===== src/rtl/q_bias_requant.sv =====
// q_bias_requant: Q-projection output stage.
// Adds ROM bias per lane, rounds, shifts and saturates to packed int8.
module q_bias_requant #(
    parameter int N_COL = 128,
    parameter int ROWS  = 32,
    parameter int SHIFT = 8,
    localparam int AW = $clog2(N_COL),
    localparam int RW = (ROWS > 1) ? $clog2(ROWS) : 1
) (
    input  logic          clk,
    input  logic          rst,
    input  logic          clr,
    input  logic          acc_valid,
    output logic          acc_ready,
    input  logic [127:0]  acc_data,
    output logic [AW-1:0] a1,
    output logic [AW-1:0] a2,
    output logic [AW-1:0] a3,
    output logic [AW-1:0] a4,
    input  logic [127:0]  bias,
    output logic          q_valid,
    input  logic          q_ready,
    output logic [31:0]   q_data,
    output logic          q_last,
    output logic          q_pass_end
);

    localparam logic [AW-1:0] COL_LAST = AW'(N_COL - 4);
    localparam logic [RW-1:0] ROW_LAST = RW'(ROWS - 1);
    localparam logic signed [33:0] RND    = 34'sd1 <<< (SHIFT - 1);
    localparam logic signed [33:0] SAT_HI = 34'sd127;
    localparam logic signed [33:0] SAT_LO = -34'sd128;

    typedef struct packed {
        logic            valid;
        logic            last;
        logic            pend;
        logic [3:0][32:0] sum;
    } s1_t;

    typedef struct packed {
        logic        valid;
        logic        last;
        logic        pend;
        logic [31:0] data;
    } s2_t;

    logic [AW-1:0] r_col;
    logic [RW-1:0] r_row;
    s1_t           r_s1;
    s2_t           r_s2;

    logic             w_en;
    logic             w_accept;
    logic             w_col_last;
    logic             w_row_last;
    logic [3:0][32:0] w_sum;
    logic [31:0]      w_q;

    // Round half toward +inf, arithmetic shift, clamp to int8.
    function automatic logic [7:0] f_requant(input logic [32:0] s);
        logic signed [33:0] t;
        t = ($signed({s[32], s}) + RND) >>> SHIFT;
        if (t > SAT_HI) begin
            f_requant = 8'h7F;
        end else if (t < SAT_LO) begin
            f_requant = 8'h80;
        end else begin
            f_requant = t[7:0];
        end
    endfunction

    assign w_en       = !r_s2.valid || q_ready;
    assign acc_ready  = w_en && !rst && !clr;
    assign w_accept   = acc_valid && acc_ready;
    assign w_col_last = (r_col == COL_LAST);
    assign w_row_last = (r_row == ROW_LAST);

    assign a1 = r_col;
    assign a2 = r_col + AW'(1);
    assign a3 = r_col + AW'(2);
    assign a4 = r_col + AW'(3);

    always_comb begin
        w_sum = '0;
        for (int k = 0; k < 4; k++) begin
            w_sum[k] = {acc_data[32*k+31], acc_data[32*k +: 32]}
                     + {bias[32*k+31], bias[32*k +: 32]};
        end
    end

    always_comb begin
        w_q = '0;
        for (int k = 0; k < 4; k++) begin
            w_q[8*k +: 8] = f_requant(r_s1.sum[k]);
        end
    end

    always_ff @(posedge clk) begin
        if (rst || clr) begin
            r_col <= '0;
            r_row <= '0;
        end else if (w_accept) begin
            if (w_col_last) begin
                r_col <= '0;
                r_row <= w_row_last ? '0 : r_row + RW'(1);
            end else begin
                r_col <= r_col + AW'(4);
            end
        end
    end

    // Both stages advance together; a stall freezes the whole pipe.
    always_ff @(posedge clk) begin
        if (rst || clr) begin
            r_s1 <= '0;
            r_s2 <= '0;
        end else if (w_en) begin
            r_s1.valid <= w_accept;
            r_s1.last  <= w_accept && w_col_last;
            r_s1.pend  <= w_accept && w_col_last && w_row_last;
            if (w_accept) begin
                r_s1.sum <= w_sum;
            end
            r_s2.valid <= r_s1.valid;
            r_s2.last  <= r_s1.valid && r_s1.last;
            r_s2.pend  <= r_s1.valid && r_s1.pend;
            if (r_s1.valid) begin
                r_s2.data <= w_q;
            end
        end
    end

    assign q_valid    = r_s2.valid;
    assign q_data     = r_s2.data;
    assign q_last     = r_s2.valid && r_s2.last;
    assign q_pass_end = r_s2.valid && r_s2.pend;

endmodule

===== config.mk =====
export PLATFORM = sky130hd
export DESIGN_NAME = q_bias_requant
export DESIGN_NICKNAME = d
export VERILOG_FILES = /design/src/rtl/q_bias_requant.sv
export SDC_FILE = /design/constraint.sdc
export NUM_CORES = 1
export LEC_CHECK = 0
export BUFFER_PORTS_ARGS = -buffer_cell sky130_fd_sc_hd__buf_2
export CAP_MARGIN = 20
export CORE_MARGIN = 3
export CORE_UTILIZATION = 55
export DETAILED_ROUTE_END_ITERATION = 10
export PLACE_DENSITY = 0.82
export SYNTH_ARGS = -nofsm -noshare
export SYNTH_HDL_FRONTEND = slang
export SYNTH_SLANG_ARGS = --single-unit

===== constraint.sdc =====
create_clock -name clk -period 3.6 [get_ports clk]
set_input_delay 0.54 -clock clk [delete_from_list [all_inputs] [get_ports clk]]
set_output_delay 0.54 -clock clk [all_outputs]
set_load 0.03 [all_outputs]

# After elaboration in Yosys (flattened, before gate mapping)
# Cells that the tools add are included.
# op_classes
eq_ne,2
n_lt_le_gt_ge,8
muxes,10
add_sub_neg,13
reduce_logical,17
# op_table
operator,n
33-bit by 9-bit adder with 34-bit output (second input constant),4
32-bit by 32-bit adder with 33-bit output,4
26-bit by 8-bit > comparator with 1-bit output (second input constant),4
26-bit by 8-bit < comparator with 1-bit output (second input constant),4
8-bit two-way mux,8
7-bit by 2-bit adder with 7-bit output (second input constant),2
1-bit logical AND,9
7-bit by 1-bit adder with 7-bit output (second input constant),1
7-bit by 3-bit adder with 7-bit output (second input constant),1
7-bit equality test (second input constant),1
7-bit two-way mux,1
2-bit AND reduction,3
5-bit by 1-bit adder with 5-bit output (second input constant),1
5-bit equality test (second input constant),1
5-bit two-way mux,1
1-bit zero test,3
1-bit logical OR,2
# totals
regBits,182

# Longest topological paths before layout
# Gate-level depths: netlist of the first run.
# depth
word_depth,7
depth_mapped,11
depth_no_buf,10

# Worst setup path after synthesis of the first run
# No wires, ideal clock.
# synth_timing
kind,input to register
from,input port acc_data[104]
to,register r_s1[129] in the netlist's numbering
path_buffers,0
stages,9
t_arrival_ns,2.934
slack_ns,0.549
t_required_ns,3.483
setup_time_ns,0.117
cell_sequence,ha_1 a211o_1 o311ai_1 o21ai_0 a311oi_1 nor2b_1 o31a_1 or3_1 a32o_1
# synth_via
elab_chain_len,1
# synth_lines
element,line_no,source
from (decl),15,"input logic [127:0] acc_data,"
32-bit by 32-bit adder with 33-bit output,88,"+ {bias[32*k+31], bias[32*k +: 32]};"
to (decl),50,s1_t r_s1;
# No other way between the ends.
# A chain may end at the register's enable or synchronous reset.

# Worst setup path in the final report of the first run
# layout_timing
from,register r_s1[7] in the netlist's numbering
to,"register r_s2, in the netlist q_data[4]"
# layout_via
elab_chain_len,4
word_cells_on_any_way,5
cone_classes,add/sub: 1; order compare: 2; mux: 2
# layout_lines
element,line_no,source
33-bit by 9-bit adder with 34-bit output (*),63,"t = ($signed({s[32], s}) + RND) >>> SHIFT;"
26-bit by 8-bit < comparator with 1-bit output,66,end else if (t < SAT_LO) begin
8-bit two-way mux,66,
8-bit two-way mux (*),64,if (t > SAT_HI) begin
to (decl),51,s2_t r_s2;
# Every way passes the cells marked *; elsewhere a longest branch is shown, timed or not.

==> implementation parameters, run 1 <==
Parameter                              Value

Min path
  Class of the tightest hold or removal check ... input port to flop

Synth
  Sequential fraction of the synthesis area ... 23.5%
  Number of register bits inferred by synthesis ... 152
  Synth Area per Inst ... 7.80 µm²
  Number of warning messages in the yosys log ... 0
  Leading cell types by count after synthesis ... 152 x dfxtp_1, 139 x nand2_1, 139 x nand3_1
  Share of flip-flops with an asynchronous set or reset after synthesis ... 0%
  Cell with the most instances after synthesis ... dfxtp_1
  Synth Instances ... 1663
  Number of enable flip-flop cells after synthesis ... 0
  Synth Cell Area ... 13000 µm²
  Most area-hungry cell type in the Yosys netlist ... dfxtp_1
  Top area cells in the synthesized netlist ... dfxtp_1 23%, ha_1 13%, nand3_1 5.4%
  Most instantiated flip-flop cell in the synthesis netlist ... dfxtp_1
  Top cell type's share of synthesized area ... 23.5%
  Post-synthesis cell type count ... 84

GRT
  Global-route wire length before repair ... 57.7 mm
  Maximum number of pins on one net before global-route repair ... 80
  Met1 track demand over resource ... 34.2%
  Met2 global-route usage ... 44.2%
  Number of antenna violations at the first check in global routing ... 1
  Overall fraction of global-route tracks in use ... 26.3%
  Highest-utilization routing layer at the global route stage ... met2
  Remaining global-route overflow ... 0
  Via count of the first global-routing pass ... 12.6k
  Met3 demand-to-capacity share in global routing ... 4.34%

Floorplanning
  FP Rows ... 55
  Die Area ... 25400 µm²
  Io pins ... 325
  Effective utilization at floorplan ... 56.6%
  Floorplan die width ... 160 µm
  Core ar. ... 22900 µm²
  Die Span Y ... 160 µm

Route
  Count of antenna-violating nets left after detailed routing ... 0
  Residual DRC ... 0
  DRC violation total after the first TritonRoute iteration ... 974
  Routed wire length per instance ... 15.5 µm
  Via density per instance ... 5.97
  Length of the first detailed-routing pass in iterations ... 5
  Routed vias ... 13.3k
  Total Routed Length ... 34.6 mm

Timing
  Final clock skew ... 0.00901 ns
  Part of the cycle the worst path needs ... 90.6%
  Final Hold Slack ... 0.403 ns
  Setup violators final ... 0
  Tmin final ... 3.26 ns
  Final slew viol count ... 0
  Actual slew at the worst max-slew pin ... 0.672 ns
  Number of endpoints with negative hold slack in the final report ... 0
  F_max ... 0.307 GHz
  Setup total negative slack ... 0 ns
  Worst slew margin relative to its limit ... 54.6%
  Unrepaired setup endpoints after global routing ... false

Clock network
  CTS sink count ... 152
  Number of gates resized after CTS ... 0
  Number of hold-repair buffers added at the cts stage ... 0
  CTS H-Tree Depth ... 4
  CTS root buffer ... clkbuf_16
  Clk_lat worst skew ... 0.42 ns
  CTS tree ... done
  Maximum clock insertion buffer count ... 2
  Number of setup buffers added after CTS ... 0
  Clock buffer count from CTS ... 17
  Register clock-pin slew on the reported worst setup and hold paths ... 0.07 ns

Place
  Count of input and output buffers ... 316
  Post-DP Area ... 14500 µm²
  Post-detailed-placement half-perimeter wirelength ... 27.4 mm
  Final Wtd Congestion ... 0.943

Worst setup path
  Crit Path Max Fanout ... 9
  Critical path class ... flop to flop
  Arrival time at the worst endpoint ... 3.57 ns
  Worst setup EP type ... flop
  Required arrival time at the worst endpoint ... 3.91 ns
  Nature of the critical path startpoint ... flop

Layout
  Filler Cell Count ... 1979
  Fraction of layout cells with a size suffix above 1 ... 21.8%
  Area growth from synthesis to layout ... 16.3%
  Finished Cell Area ... 15100 µm²
  Net count of the finished layout ... 2299

Power
  Maximum vdd drop ... 0.306 mV
  Pwr dens ... 330 nW/µm²
  Reported leakage power ... 6.54 nW

Status
  Result of the run ... finished clean

Job
  Max capacitance violation total ... 0
==> worst paths after layout <==
path,start,cells past startpoint,slack [ns],endpoint
max,r_s1[7],10,0.34,q_data[4]
max reg2reg,r_s1[7],10,0.34,q_data[4]
min reg2reg,r_s2[32],2,0.45,r_s2[32]
min,acc_valid,3,0.40,r_s1[134]
==> cells in the final DEF, fill, tap and decap left out, drive strengths merged, types with 26 or more instances in the layout <==
cell	count
buf	338
nor3	35
and3	29
nand3	141
xor2	63
o21ai	139
ha	131
nand4	32
nor2	104
a21oi	112
a21o	48
nand2	140
xnor2	72
inv	26
dfxtp	152
==> critical path, cell delays in order, from the launching register on <==
cell and delay (ns):
dfxtp_1 0.36, ha_1 0.26, and4_1 0.42, nand3_1 0.25
nor3_1 0.42, nand4_1 0.15, a2111oi_0 0.56, a21oi_1 0.09
nor3_1 0.19, nor2_1 0.17, o221a_2 0.28
==> power breakdown <==
group	switching, mW	internal [mW]	leakage (nW)	total [mW]
clock network	0.726	0.996	0.274	1.72
registers	0.121	1.77	1.24	1.89
logic	0.731	0.629	5.03	1.36
==> kinds of logic (layout without fill, tap and decap cells) <==
| group | count (synthesis) | in the layout | share of synthesized area [%] |
|---|---|---|---|
| AOI/OAI and AO/OA | 479 | 479 | 24.3 |
| xor gates and xnor gates | 135 | 135 | 9.12 |
| adders and majority gates | 131 | 131 | 12.6 |
| buffers and inverters | 141 | 392 | 5.67 |
| DFF | 152 | 152 | 23.5 |
| muxes | 8 | 8 | 0.627 |
| other | 2 | 9 | 0.0579 |
| and+or+nand+nor | 615 | 615 | 24.1 |
==> through the flow <==
stage / power [mW] / utilization, % / setup WS [ns] / instances
global placement: 3.23 / 63.3 / 0.219 / 2201
global route: 5.25 / 65.8 / 0.141 / 2234
detailed placement: 3.27 / 63.3 / 0.137 / 2201
finish: 4.97 / 65.8 / 0.339 / 2234
floorplan: 2.86 / - / 0.549 / 1669
CTS: 4.98 / 65.8 / 0.403 / 2233
==> registers in the layout, indices dropped and copies added, names as in the netlist <==
name,flops
a1,5
q_data,32
r_s2,2
q_valid,1
r_s1,107
r_row,5
==> routing by layer <==
layer	routed length, µm	up-vias
met4	860	0
met1	15300	6123
met2	16300	485
met5	0	-
met3	2220	71
li1	-	6652
==> cell type report <==
cell class | count | area, µm² | share of cell area, %
clock inverters | 12 | 115 | 0.763
diodes | 1 | 2.50 | 0.0166
multi-input cells | 1376 | 9230 | 61.2
clock buffers | 20 | 457 | 3.03
well taps | 313 | 392 | 2.60
repair buffers | 338 | 1760 | 11.7
flip-flops and latches | 152 | 3040 | 20.2
inverters | 22 | 82.6 | 0.548
Note: power is estimated with default switching activity, not from simulation.
==> run 2: changes to the inputs <==
SETUP_SLACK_MARGIN = 0.4   (was unset)
==> run 2 against run 1 <==
Worst hold slack barely moved. Flip-flop and latch count stayed put. Global-route usage unchanged. Critical path depth shrank 1. Power grew 0.26%. Non-clock buffer count is the same. Combinational power about the same. First-iteration DRC count is 10% higher. Setup slack improved by 0.16 ns. Sequential power is essentially flat.
==> implementation parameters, run 2 (same netlist as run 1, synthesis figures left out) <==
Parameter                              Value

Clock network
  CTS tree ... done
  CTS sink count ... 152 (unchanged)
  Register clock-pin slew on the reported worst setup and hold paths ... 0.06 ns (about the same)
  CTS root buffer ... clkbuf_16
  Maximum clock insertion buffer count ... 2 (unchanged)
  Clock buffer count from CTS ... 17 (unchanged)
  Number of setup buffers added after CTS ... 0 (unchanged)
  Number of hold-repair buffers added at the cts stage ... 0 (unchanged)
  Clk_lat worst skew ... 0.42 ns (about the same)
  CTS H-Tree Depth ... 4 (unchanged)

Route
  Length of the first detailed-routing pass in iterations ... 5 (unchanged)
  Via density per instance ... 5.96 (about the same)
  Routed vias ... 13.3k (-0.045%)
  Residual DRC ... 0 (unchanged)
  Count of antenna-violating nets left after detailed routing ... 0 (unchanged)
  DRC violation total after the first TritonRoute iteration ... 1075 (+10%)
  Total Routed Length ... 34.8 mm (+0.47%)
  Routed wire length per instance ... 15.6 µm (+0.47%)

Timing
  Worst slew margin relative to its limit ... 54.5% (-0.16 points)
  Final clock skew ... 0.0105 ns (+0.00152 ns)
  Final slew viol count ... 0 (unchanged)
  Tmin final ... 3.10 ns (-0.162 ns)
  Number of endpoints with negative hold slack in the final report ... 0 (unchanged)
  Setup total negative slack ... 0 ns (unchanged)
  Actual slew at the worst max-slew pin ... 0.674 ns (+0.00235 ns)
  Setup violators final ... 0 (unchanged)
  F_max ... 0.323 GHz (+5.2%)
  Final Hold Slack ... 0.404 ns (+0.000301 ns)
  Part of the cycle the worst path needs ... 86.1% (-4.5 points)
  Unrepaired setup endpoints after global routing ... false

Worst setup path
  Cell type group with the largest total delay on the critical path ... simple AND/OR/NAND/NOR gates
  Arrival time at the worst endpoint ... 3.39 ns (-0.18 ns)
  Critical register-to-register path startpoint ... r_s1[79]
  Critical path class ... flop to flop
  Crit Path Max Fanout ... 7 (-2)
  Critical Path Start ... r_s1[79]
  Slowest stage cell on the critical path ... or4_4
  Critical path buffers and inverters ... 0 (unchanged)
  Required arrival time at the worst endpoint ... 3.89 ns (-0.02 ns)
  Critical path's largest stage delay ... 0.58 ns (+0.02 ns)
  Worst setup EP type ... flop
  Nature of the critical path startpoint ... flop
  Cell with the most instances on the worst path ... nor2_1
  Reg2Reg Setup Slack ... 0.50 ns (+0.16 ns)
  Cell Chain, Critical Path ... nand3_1, or2_2, or4_4, nor2_1, a22o_1, a21oi_1, a2111oi_0, nor2_1, o2bb2ai_1

Layout
  Area growth from synthesis to layout ... 16.6%
  Number of flip-flops under the largest register name ... 107 (unchanged)
  Final Core Density ... 66.0% (+0.19 points)
  Net count of the finished layout ... 2299 (unchanged)
  Register bank with the most flops ... r_s1
  Highest-count cells in the layout ignoring fill and taps ... 316 x buf_2, 152 x dfxtp_1, 139 x nand3_1, 138 x o21ai_0, 138 x nand2_1
  Fraction of layout cells with a size suffix above 1 ... 22.1% (+0.36 points)
  Commonest non-fill, non-tap cell in the layout ... buf_2

GRT
  Via count of the first global-routing pass ... 12.6k (unchanged)
  Remaining global-route overflow ... 0 (unchanged)
  Overall fraction of global-route tracks in use ... 26.3% (unchanged)
  Number of antenna violations at the first check in global routing ... 1 (unchanged)
  Maximum number of pins on one net before global-route repair ... 80 (unchanged)
  Global-route wire length before repair ... 57.7 mm (unchanged)

Place
  Final Wtd Congestion ... 0.943 (unchanged)
  Post-detailed-placement half-perimeter wirelength ... 27.4 mm (unchanged)
  Count of input and output buffers ... 316 (unchanged)

Floorplanning
  Die Area ... 25400 µm² (unchanged)
  Die Span Y ... 160 µm (unchanged)
  Effective utilization at floorplan ... 56.6% (unchanged)
  FP Rows ... 55 (unchanged)
  Core ar. ... 22900 µm² (unchanged)
  Floorplan die width ... 160 µm (unchanged)
  Io pins ... 325 (unchanged)

Power
  Clk network pwr share ... 34.6% (about the same)
  Power share of the sequential group ... 37.9% (about the same)
  Internal portion of total power ... 3.40 mW (about the same)
  Pwr dens ... 330 nW/µm² (about the same)
  Power spent charging and discharging nets ... 1.59 mW (+0.63%)
  Reported leakage power ... 6.56 nW (+0.29%)
  Net Sw Frac ... 31.9% (+0.12 points)
  Maximum vdd drop ... 0.305 mV (-0.14%)
  Portion of total power attributed to combinational logic ... 27.5% (about the same)

Status
  Result of the run ... finished clean

Min path
  Class of the tightest hold or removal check ... input port to flop
  Hold path start ... acc_valid

Job
  Max capacitance violation total ... 0 (unchanged)
-- run 2: power by group through the flow --
stage          combinational [mW]  sequential [mW]  clock (mW)
4_1_cts                      1.35             1.88        1.75
5_1_grt                      1.53             1.90        1.82
3_3_place_gp                 1.31             1.92           0
6_report                     1.37             1.89        1.73
2_1_floorplan               0.985             1.88           0
3_5_place_dp                 1.34             1.92           0
-- run 2: final cells by class --
type / count / area, µm²
multi-input combinational: 1376 / 9270
fill: 1982 / 7800
sequential: 152 / 3040
timing repair buffer: 338 / 1760
clock buffer: 20 / 457
tap: 313 / 392
clock inverter: 12 / 115
inverter: 22 / 82.6
antenna: 1 / 2.50
-- run 2: repair_timing --
action | 4_1_cts | 5_1_grt
endpoints found under the hold margin | 0 | 0
gates resized for setup | 0 | 9
endpoints found under the setup margin | 0 | 18
-- run 2: worst min-delay path: stages --
cell and delay, ns:
buf_2 0.13, nand2_1 0.06, a21oi_1 0.05
-- run 2: path summary, 6_finish.rpt --
kind,cells after the start,endpoint
setup / recovery,9,q_data[19]
hold / removal,3,r_s1[134]
setup reg to reg,9,q_data[19]
hold reg to reg,2,r_s2[32]
-- run 2: per-layer routing --
layer / wire length (µm) / track usage, %
met3: 2100 / 4.34
met5: 0 / 0
met4: 809 / 9.03
met1: 15500 / 34.2
met2: 16400 / 44.2
-- run 2: per-stage QoR --
stage / setup WS [ns] / std cells / instance area (µm²) / total power [mW]
floorplan: 0.549 / 1669 / 13000 / 2.86
global placement: 0.219 / 2201 / 14500 / 3.23
detailed placement: 0.137 / 2201 / 14500 / 3.27
CTS: 0.403 / 2233 / 15100 / 4.98
global route: 0.391 / 2234 / 15100 / 5.25
finish: 0.501 / 2234 / 15100 / 4.98
==> run 3: changes to the inputs <==
BUFFER_PORTS_ARGS = -buffer_cell sky130_fd_sc_hd__clkbuf_2   (was -buffer_cell sky130_fd_sc_hd__buf_2)
==> run 3 against run 2 <==
Global-route usage shrank 0.18 points. Highest routed layer unchanged. Combinational power is essentially flat. Clock power grew 7%. Non-clock buffer count shrank 4.
==> implementation parameters, run 3 (same netlist as run 1, synthesis figures left out) <==
Parameter                              Value

Status
  Result of the run ... finished clean

Worst setup path
  Critical Path Start ... r_s1[74]
  Critical path buffers and inverters ... 0 (unchanged)
  Worst setup EP type ... flop
  Slowest stage cell on the critical path ... or3_1
  Nature of the critical path startpoint ... flop
  Critical register-to-register path startpoint ... r_s1[74]
  Crit Path Max Fanout ... 7 (unchanged)
  Required arrival time at the worst endpoint ... 3.95 ns (+0.06 ns)
  Arrival time at the worst endpoint ... 3.35 ns (-0.04 ns)
  Cell Chain, Critical Path ... ha_1, nand4_1, or3_1, nor2_1, xnor2_1, or4_1, nor4_1, a21oi_2, o2bb2ai_1
  Critical path class ... flop to flop
  Critical path's largest stage delay ... 0.51 ns (-0.07 ns)
  Cell type group with the largest total delay on the critical path ... simple AND/OR/NAND/NOR gates

Timing
  Part of the cycle the worst path needs ... 83.3% (-2.8 points)
  Final Hold Slack ... 0.401 ns (-0.00219 ns)
  Actual slew at the worst max-slew pin ... 1.02 ns (+0.341 ns)
  Final clock skew ... 0.0101 ns (-0.000408 ns)
  Unrepaired setup endpoints after global routing ... false
  Number of endpoints with negative hold slack in the final report ... 0 (unchanged)
  Setup total negative slack ... 0 ns (unchanged)
  F_max ... 0.334 GHz (+3.4%)
  Setup violators final ... 0 (unchanged)
  Tmin final ... 3.00 ns (-0.101 ns)
  Worst slew margin relative to its limit ... 32.3% (-22 points)
  Post-layout worst setup margin ... 0.602 ns (+0.101 ns)
  Final slew viol count ... 0 (unchanged)

Layout
  Number of flip-flops under the largest register name ... 107 (unchanged)
  Highest-count cells in the layout ignoring fill and taps ... 316 x clkbuf_2, 152 x dfxtp_1, 139 x nand3_1, 138 x o21ai_0, 138 x nand2_1
  Commonest non-fill, non-tap cell in the layout ... clkbuf_2
  Fraction of layout cells with a size suffix above 1 ... 22.1% (about the same)
  Register bank with the most flops ... r_s1
  Area growth from synthesis to layout ... 16.8%
  Net count of the finished layout ... 2295 (-0.17%)

GRT
  Met2 global-route usage ... 44.5% (+0.27 points)
  Global-route wire length before repair ... 57.2 mm (-0.88%)
  Overall fraction of global-route tracks in use ... 26.1% (-0.18 points)
  Via count of the first global-routing pass ... 12.2k (-2.9%)
  Remaining global-route overflow ... 0 (unchanged)
  Number of antenna violations at the first check in global routing ... 1 (unchanged)
  Highest-utilization routing layer at the global route stage ... met2
  Met1 track demand over resource ... 34.0% (-0.12 points)
  Maximum number of pins on one net before global-route repair ... 96 (+20%)
  Met3 demand-to-capacity share in global routing ... 4.01% (-0.34 points)

Power
  Internal portion of total power ... 3.50 mW (+3.1%)
  Pwr dens ... 337 nW/µm² (+2.2%)
  Portion of total power attributed to combinational logic ... 26.8% (-0.7 points)
  Net Sw Frac ... 31.4% (-0.50 points)
  Clk network pwr share ... 36.2% (+1.6 points)
  Power share of the sequential group ... 37.0% (-0.9 points)
  Overall power of the completed layout ... 5.10 mW (+2.4%)
  Power spent charging and discharging nets ... 1.60 mW (+0.78%)
  Maximum vdd drop ... 0.291 mV (-4.7%)
  Reported leakage power ... 6.58 nW (+0.24%)

Route
  Routed vias ... 13.2k (-0.98%)
  Total Routed Length ... 35.0 mm (+0.57%)
  Count of antenna-violating nets left after detailed routing ... 0 (unchanged)
  Via density per instance ... 5.92 (-0.81%)
  DRC violation total after the first TritonRoute iteration ... 907 (-16%)
  Residual DRC ... 0 (unchanged)
  Length of the first detailed-routing pass in iterations ... 5 (unchanged)
  Routed wire length per instance ... 15.7 µm (+0.75%)

Place
  Final Wtd Congestion ... 0.945 (+0.18%)
  Pre-CTS setup slack ... 0.105 ns (-0.0322 ns)
  Post-detailed-placement half-perimeter wirelength ... 27.3 mm (-0.35%)
  Count of input and output buffers ... 316 (unchanged)

Clock network
  CTS tree ... done
  Maximum clock insertion buffer count ... 2 (unchanged)
  CTS root buffer ... clkbuf_16
  Number of setup buffers added after CTS ... 0 (unchanged)
  Clk_lat worst skew ... 0.43 ns (about the same)
  CTS sink count ... 152 (unchanged)
  Clock buffer count from CTS ... 17 (unchanged)
  CTS H-Tree Depth ... 4 (unchanged)
  Register clock-pin slew on the reported worst setup and hold paths ... 0.06 ns (about the same)

Floorplanning
  Io pins ... 325 (unchanged)
  FP Rows ... 55 (unchanged)
  Floorplan die width ... 160 µm (unchanged)
  Effective utilization at floorplan ... 56.6% (unchanged)
  Die Span Y ... 160 µm (unchanged)
  Core ar. ... 22900 µm² (unchanged)
  Die Area ... 25400 µm² (unchanged)

Min path
  Hold path start ... acc_valid
  Class of the tightest hold or removal check ... input port to flop

Job
  Max capacitance violation total ... 0 (unchanged)
==> run 3: final timing paths <==
check                                   to  slack [ns]  cells after the start
worst max-delay path            q_data[16]        0.60                      9
worst min-delay path             r_s1[134]        0.40                      3
worst max register to register  q_data[16]        0.60                      9
worst min register to register    r_s2[32]        0.45                      2
==> run 3: cell type report <==
type	count	area (µm²)
sequential	152	3040
clock buffer	20	437
clock inverter	12	166
antenna	1	2.50
inverter	22	82.6
tap	313	392
timing repair buffer	334	1730
fill	1991	7770
multi-input combinational	1376	9300
==> run 3: repair_timing <==
action                     4_1_cts  5_1_grt
hold buffers                     0        0
setup endpoints to repair        1       24
resized for setup                1       14
==> run 3: per-stage QoR <==
stage | cells | cell area (µm²) | util [%]
6_report | 2230 | 15100 | 66.1
5_1_grt | 2230 | 15100 | 66.1
4_1_cts | 2229 | 15100 | 65.8
3_5_place_dp | 2197 | 14500 | 63.2
3_3_place_gp | 2197 | 14500 | 63.2
2_1_floorplan | 1669 | 13000 | -
==> run 3: per-layer routing <==
metal	share of wire [%]	vias to the layer above	wire [µm]
li1	-	6634	-
met1	44	6065	15300
met2	48	441	16700
met3	6.5	54	2270
met4	1.9	0	671
met5	0	-	0
==> run 3: worst register-to-register path, stage by stage, from the launching register on <==
cell and delay [ns]:
dfxtp_1 0.46, ha_1 0.28, nand4_1 0.24, or3_1 0.51, nor2_1 0.23, xnor2_1 0.09
or4_1 0.48, nor4_1 0.28, a21oi_2 0.19, o2bb2ai_1 0.18
==> run 3: power by group through the flow <==
stage | combinational, mW | sequential, mW | clock [mW]
after CTS | 1.35 | 1.88 | 1.88
after global routing | 1.52 | 1.90 | 1.95
after floorplan | 0.985 | 1.88 | 0
after detailed placement | 1.34 | 1.92 | 0
final | 1.37 | 1.89 | 1.85
after global placement | 1.31 | 1.92 | 0
